===== src/rtl/pc_fetch_stage.sv =====
// rtl/pc_fetch_stage.sv - instruction fetch stage with 2-entry buffer; FETCH_PRED_EN selects predicted next PC
module pc_fetch_stage #(
    parameter logic [31:0] RESET_PC = 32'h0000_0000
) (
    input  logic        clk,
    input  logic        rst_n,
    output logic        imem_req,
    output logic [31:0] imem_addr,
    input  logic        imem_rvalid,
    input  logic [31:0] imem_rdata,
    output logic [31:0] dec_instr,
    output logic [31:0] dec_pc,
    input  logic [31:0] pred_pc,
    input  logic        ex_redirect,
    input  logic [31:0] ex_target,
    output logic        if_valid,
    output logic [31:0] if_instr,
    output logic [31:0] if_pc,
    input  logic        id_ready
);

    typedef enum logic [1:0] {
        S_REQ  = 2'd0,
        S_WAIT = 2'd1,
        S_DROP = 2'd2
    } state_t;

    state_t      state;
    state_t      state_nxt;
    logic [31:0] pc;
    logic [1:0]  count;
    logic        head;
    logic [31:0] fifo_instr [2];
    logic [31:0] fifo_pc    [2];

    logic        issue;
    logic        push;
    logic        pop;
    logic        wr_idx;
    logic [31:0] next_pc;

`ifdef FETCH_PRED_EN
    assign next_pc = pred_pc;
    logic unused_bits;
    assign unused_bits = ^ex_target[1:0];
`else
    // Sequential fetch: the predictor input is deliberately left unconsumed.
    assign next_pc = dec_pc + 32'd4;
    logic unused_bits;
    assign unused_bits = ^{pred_pc, ex_target[1:0]};
`endif

    assign dec_instr = imem_rdata;
    assign imem_addr = pc;
    assign if_valid  = (count != 2'd0);
    assign if_instr  = fifo_instr[head];
    assign if_pc     = fifo_pc[head];
    assign wr_idx    = head ^ count[0];
    assign pop       = if_valid && id_ready && !ex_redirect;
    // Flops are held in reset anyway; gating only keeps the request low during reset.
    assign imem_req  = issue && rst_n;

    // State register.
    always_ff @(posedge clk or negedge rst_n) begin
        if (!rst_n) begin
            state <= S_REQ;
        end else begin
            state <= state_nxt;
        end
    end

    // Next-state, issue and push decisions; redirect suppresses issue and discards responses.
    always_comb begin
        state_nxt = state;
        issue     = 1'b0;
        push      = 1'b0;
        case (state)
            S_REQ: begin
                issue = !ex_redirect && (count != 2'd2);
                if (issue) begin
                    state_nxt = S_WAIT;
                end
            end
            S_WAIT: begin
                if (imem_rvalid) begin
                    push      = !ex_redirect;
                    state_nxt = S_REQ;
                end else if (ex_redirect) begin
                    state_nxt = S_DROP;
                end
            end
            S_DROP: begin
                if (imem_rvalid) begin
                    state_nxt = S_REQ;
                end
            end
            default: state_nxt = S_REQ;
        endcase
    end

    // PC, outstanding-fetch address and instruction buffer.
    always_ff @(posedge clk or negedge rst_n) begin
        if (!rst_n) begin
            pc     <= RESET_PC;
            dec_pc <= RESET_PC;
            count  <= 2'd0;
            head   <= 1'b0;
            for (int i = 0; i < 2; i++) begin
                fifo_instr[i] <= 32'h0;
                fifo_pc[i]    <= 32'h0;
            end
        end else if (ex_redirect) begin
            pc    <= {ex_target[31:2], 2'b00};
            count <= 2'd0;
            head  <= 1'b0;
        end else begin
            if (issue) begin
                dec_pc <= pc;
            end
            if (push) begin
                fifo_instr[wr_idx] <= imem_rdata;
                fifo_pc[wr_idx]    <= dec_pc;
                pc                 <= next_pc;
            end
            if (pop) begin
                head <= ~head;
            end
            count <= count + {1'b0, push} - {1'b0, pop};
        end
    end

endmodule


===== config.mk =====
export PLATFORM = sky130hd
export DESIGN_NAME = pc_fetch_stage
export DESIGN_NICKNAME = d
export VERILOG_FILES = /design/src/rtl/pc_fetch_stage.sv
export SDC_FILE = /design/constraint.sdc
export NUM_CORES = 1
export LEC_CHECK = 0
export CELL_PAD_IN_SITES_DETAIL_PLACEMENT = 1
export CELL_PAD_IN_SITES_GLOBAL_PLACEMENT = 2
export CORE_MARGIN = 2
export CORE_UTILIZATION = 29
export DETAILED_ROUTE_END_ITERATION = 6
export GPL_ROUTABILITY_DRIVEN = 0
export PLACE_DENSITY_LB_ADDON = 0.1
export REMOVE_ABC_BUFFERS = 1
export SLEW_MARGIN = 0
export SYNTH_ARGS = -nofsm -noshare
export SYNTH_HDL_FRONTEND = slang
export SYNTH_SLANG_ARGS = --single-unit

===== constraint.sdc =====
create_clock -name clk -period 1.8 [get_ports clk]
set_input_delay 0.36 -clock clk [delete_from_list [all_inputs] [get_ports clk]]
set_output_delay 0.36 -clock clk [all_outputs]
set_load 0.02 [all_outputs]

Word level (Yosys, flattened, before mapping)
Index checks and enable logic that the tools add are counted.
{"block": "classes", "n_addsub": 3, "n_mux": 23, "n_eq_ne": 6, "reduce_logical": 13, "mul": 0, "n_div": 0, "magnitude_cmp": 3, "shifts": 0, "bitwise_logic": 5}
{"op": "$mux W32", "n": 9}
{"op": "$bwmux W64", "n": 2}
{"op": "$add A32 B3 Y32 const B", "n": 1}
{"op": "$demux W32 S1", "n": 1}
{"op": "$mux W2", "n": 5}
{"op": "$ne A2 B2 Y1 const B", "n": 3}
{"op": "$pmux W2 S3", "n": 1}
{"op": "$reduce_bool A2 Y1", "n": 3}
{"op": "$logic_and A1 B1 Y1", "n": 5}
{"op": "$mux W1", "n": 5}
{"op": "$ge A2 B2 Y1 const B", "n": 2}
{"op": "$not A1 Y2", "n": 2}
{"op": "$reduce_and A2 Y1", "n": 2}
{"op": "$ne A3 B3 Y1 const B", "n": 1}
{"op": "$reduce_and A3 Y1", "n": 1}
{"op": "$add A2 B1 Y2", "n": 1}
{"op": "$eq A2 B1 Y1 const B", "n": 1}
{"op": "$eq A2 B2 Y1 const B", "n": 1}
{"op": "$logic_not A2 Y1", "n": 1}
{"op": "$lt A2 B1 Y1 const B", "n": 1}
{"op": "$not A1 Y1", "n": 2}
{"op": "$sub A2 B1 Y2", "n": 1}
{"op": "$logic_not A1 Y1", "n": 1}
{"op": "$xor A1 B1 Y1", "n": 1}
{"block": "totals", "elab_cells": 62, "output_inout_bits": 162, "mem_bits_ro": 0, "inputBits": 101, "ff_bits": 197, "mem_count": 0, "ram_bits": 0, "latchBits": 0}

Logic depth before layout (Yosys ltp)
{"block": "depth", "ltp_word": 7, "mapped_depth": 10, "ltp_nobuf": 9}

Worst setup path after synthesis
No wires, ideal clock.
{"block": "synth_path", "path_type": "register -> register", "start": "reg state[1]", "end": "reg count[0]", "setup_time_ns": 0.132, "stages_incl_launch_ff": 10, "path_slack_ns": -0.165, "period_less_slack_ns": 1.965, "t_arrival_ns": 1.832, "required_time_ns": 1.668, "path_buffers": 1, "path_cell_list": "dfrtp_1 -> and2b_1 -> nand2_2 -> nor2_4 -> inv_2 -> buf_1 -> ha_1 -> inv_1 -> ha_1 -> nor2b_1"}
{"block": "synth_via", "elab_chain_cells": 5}
{"item": "from (decl)", "line_no": "28", "text": "state_t state;"}
{"item": "from (signal assigned)", "line_no": "68", "text": "state <= state_nxt;"}
{"item": "$eq A2 B1 Y1", "line_no": "77", "text": "case (state)"}
{"item": "$mux W1", "line_no": "77"}
{"item": "$add A2 B1 Y2", "line_no": "128", "text": "count <= count + {1'b0, push} - {1'b0, pop};"}
{"item": "$sub A2 B1 Y2", "line_no": "128"}
{"item": "$mux W2", "line_no": "112", "text": "end else if (ex_redirect) begin"}
{"item": "to (signal assigned)", "line_no": "128"}
{"item": "to (decl)", "line_no": "31", "text": "logic [1:0] count;"}
Every way passes these cells.
A chain may end at the register's enable or synchronous reset.

Final worst setup path
{"block": "layout_path", "start": "reg head", "end": "out if_pc[29]"}
{"block": "layout_via", "elab_chain_cells": 4}
{"item": "from (decl)", "line_no": "32", "text": "logic head;"}
{"item": "from (signal assigned)", "line_no": "126", "text": "head <= ~head;"}
{"item": "$not A1 Y2 (not written as such)", "line_no": "57", "text": "assign if_pc = fifo_pc[head];"}
{"item": "$mux W32 (not written as such) (3 in series)", "line_no": "57"}
{"item": "to (decl)", "line_no": "18", "text": "output logic [31:0] if_pc,"}
Every way passes these cells. The select of a mux whose other input is x is not followed.

==> impl_metrics.toml <==
[global_route]
grt_overflow = 0
grt_pass1_wl_um = 46400
grtUsageTotal_pct = 18.48
antenna_found_initial = 0
grt_pass1_vias = 7384
grt_max_degree = 110

[sta]
slew_headroom_pct = 55.49
drv_slew = 0
tightest_slew_ps = 667.6
clock.fmax_mhz = 456.9
clock_skew_ps = 23.47
fin_hold_ws_ps = 390.2
rsz0062_at_grt = "yes"
fin_crit_sh_pct = 121.6
finalWorstSetupSlack_ps = -388.6
period_minus_slack_ps = 2189
hold_violations = 0
setup_violations = 195

[die]
fp.dieH_um = 183.2
start_util_pct = 29.50
dieArea_sq_mm = 0.03354
row_count = 65
die_x_um = 183.2
coreArea_sq_mm = 0.03156
io_pins = 263

[worst_setup_path]
critPathCaptureType = "primary output"
critical_path.max_stage_delay_ps = 530
cp_cell_sequence = "buf_12 -> buf_12 -> buf_16 -> mux2_4 -> buf_6"
worst-r2r-cell-count = 7
critPathRequiredTime_ps = 1440
critPathKind = "register to primary output"
arrival_ps = 1830
cp_max_fo = 6
slowest_stage = "dfrtp_4"
startpoint_type = "register"
crit_top_cell = "buf_12"

[synthesis]
yosys.cell_count.top_type = "dfrtp_1"
ys_seq_area_share_pct = 52.96
synth_edf_count = 0
synthTopCellsByCount = "dfrtp_1 (197), mux2_2 (192), buf_4 (46)"
ys_warn_count = 0
ys_ff_latch = 197
synth_top_flop_cell = "dfrtp_1"
synth_top_area_share_pct = 52.96
synth_area_leaders = "dfrtp_1 (53%), mux2_2 (23%), mux2_1 (3.9%), buf_4 (3.7%), xnor2_1 (2.1%)"
yosysTopAreaCell = "dfrtp_1"
synth_cells = 703
yosysUniqueCellTypes = 52
synthArstFlopShare_pct = 100.0
syn_area_sq_mm = 0.009308
avgSynthCellArea_sq_um = 13.24

[final_layout]
multi_input_area_sq_mm = 0.004060
drive_above_1_share_pct = 45.80
finish.utilization_pct = 44.23
design_area_sq_mm = 0.01396
seq_area_sq_mm = 0.004936
fill_cells = 3303
final_nets = 1126
area_growth_pct = 49.95

[route]
wire_per_inst_um = 21.24
drcViolationCount = 0
dr.pass1.iters = 4
viasPerCell = 4.673
via_count = 6720
drt_iter0_markers = 334
drt_wl_total_um = 30550
ant_nets = 0

[clock_tree]
h-tree-depth = 4
clock_path_buffers = 2
clkTransAtPathRegs_ps = 90
clkLatencyLatePin_ps = 440
cts_tree = "yes"
numCtsBuffers = 17
cts-root-buf = "clkbuf_16"
cts.sinks = 197

[placement]
place_area_sq_mm = 0.01247
io_buffers = 228
dp_hpwl_um = 18760

[run]
timing.max_cap.violations = 0

[pwr]
ir_drop_mv = 0.6365
fin_total_pwr_mw = 20.10
power_leakage_nw = 6.423
power.density_mw_per_mm2 = 1440

[run_status]
outcome = "finished, violations left"
violations = "negative setup slack"

[worst_hold_path]
hold_depth = 4
min_path_type = "input port to register"
worst max-delay path, delay by kind of cell, from the launching register on:
family / cells / cell delay, ps
flip-flops: 1 / 530
buffers and inverters: 4 / 550
multiplexers: 1 / 300
report_power, final:
part / internal [mW] / switching [mW]
logic: 4.78 / 4.50
clock network: 1.90 / 1.93
registers: 6.01 / 0.981
kinds of logic (layout without fill, tap and decap cells):
family / after synthesis / after routing / synth area share [%]
XOR/XNOR: 31 / 31 / 2.917
flip-flops: 197 / 197 / 52.96
other: 0 / 1 / 0
multiplexers: 228 / 228 / 27.53
AND/OR/NAND/NOR: 115 / 116 / 7.300
AO/OA/AOI/OAI: 47 / 47 / 3.455
adder cells (fa/ha/maj): 3 / 3 / 0.4033
buffers and inverters: 82 / 413 / 5.431
through the flow:
step	setup TNS, ps	worst slack (ps)	instances
4_1_cts	-46900	-420.0	1424
6_report	-41600	-388.6	1438
3_5_place_dp	-52310	-345.1	1357
3_3_place_gp	-42590	-262.9	1357
2_1_floorplan	-315790	-2426	628
5_1_grt	-55810	-444.9	1437
layout by cell type (no fill, tap or decap), types with 3 or more instances in the layout:
cell type          n
bufbuf_16          4
nand4_4            3
xnor2_1           22
nand4_1            5
buf_6             63
mux2_1            32
clkinv_8           3
o221ai_1          11
a21oi_1           11
clkdlybuf4s50_1   64
nor3b_1            3
nand3_1            7
mux2_4             8
dlygate4sd2_1     95
nor2b_1            4
buf_4            104
buf_16            12
nand2_1           45
inv_8              3
o22ai_1            3
mux2_2           184
nor4_4             5
clkbuf_16         18
inv_1              5
dfrtp_1          194
inv_6              4
nor3_2             4
nor2_1            16
o21ai_0           13
buf_12            13
buf_2             10
xor2_1             7
mux2i_1            4
final timing paths:
check                       startpoint            end  slack (ps)
max in group asynchronous        rst_n    fifo_pc[18]         670
max                               head      if_pc[29]        -390
min                        ex_redirect  imem_addr[10]         390
max reg2reg                       head    fifo_pc[60]        -280
min reg2reg                fifo_pc[61]    fifo_pc[61]         490
min in group asynchronous        rst_n       state[0]         590
routing by layer:
| metal | GRT usage, % | wire length [um] |
|---|---|---|
| met5 | 0 | 0 |
| met4 | 3.392 | 153 |
| met3 | 3.614 | 1377 |
| met2 | 31.36 | 15120 |
| met1 | 24.73 | 13900 |
sequential cells by signal, indices dropped and copies added (netlist names):
name and flops:
fifo_instr 64, fifo_pc 64, dec_pc 32, imem_addr 32
count 2, state 2, head 1
final cells by class:
cell class	count	share of cell area, %
Clock buffer	19	3.173
Inverter	7	0.2062
Clock inverter	13	1.004
Tap cell	402	3.604
Timing Repair Buffer	374	27.54
Multi-Input combinational cell	425	29.09
Antenna cell	1	0.01793
Sequential cell	197	35.37
what timing repair did:
action	CTS	global route
resized for setup	452	61
pin swaps	11	15
hold endpoints to repair	18	0
hold buffers	1	0
setup endpoints to repair	298	209
setup buffers	18	13
gates cloned	17	1
Power figures use the tool's default switching activity.
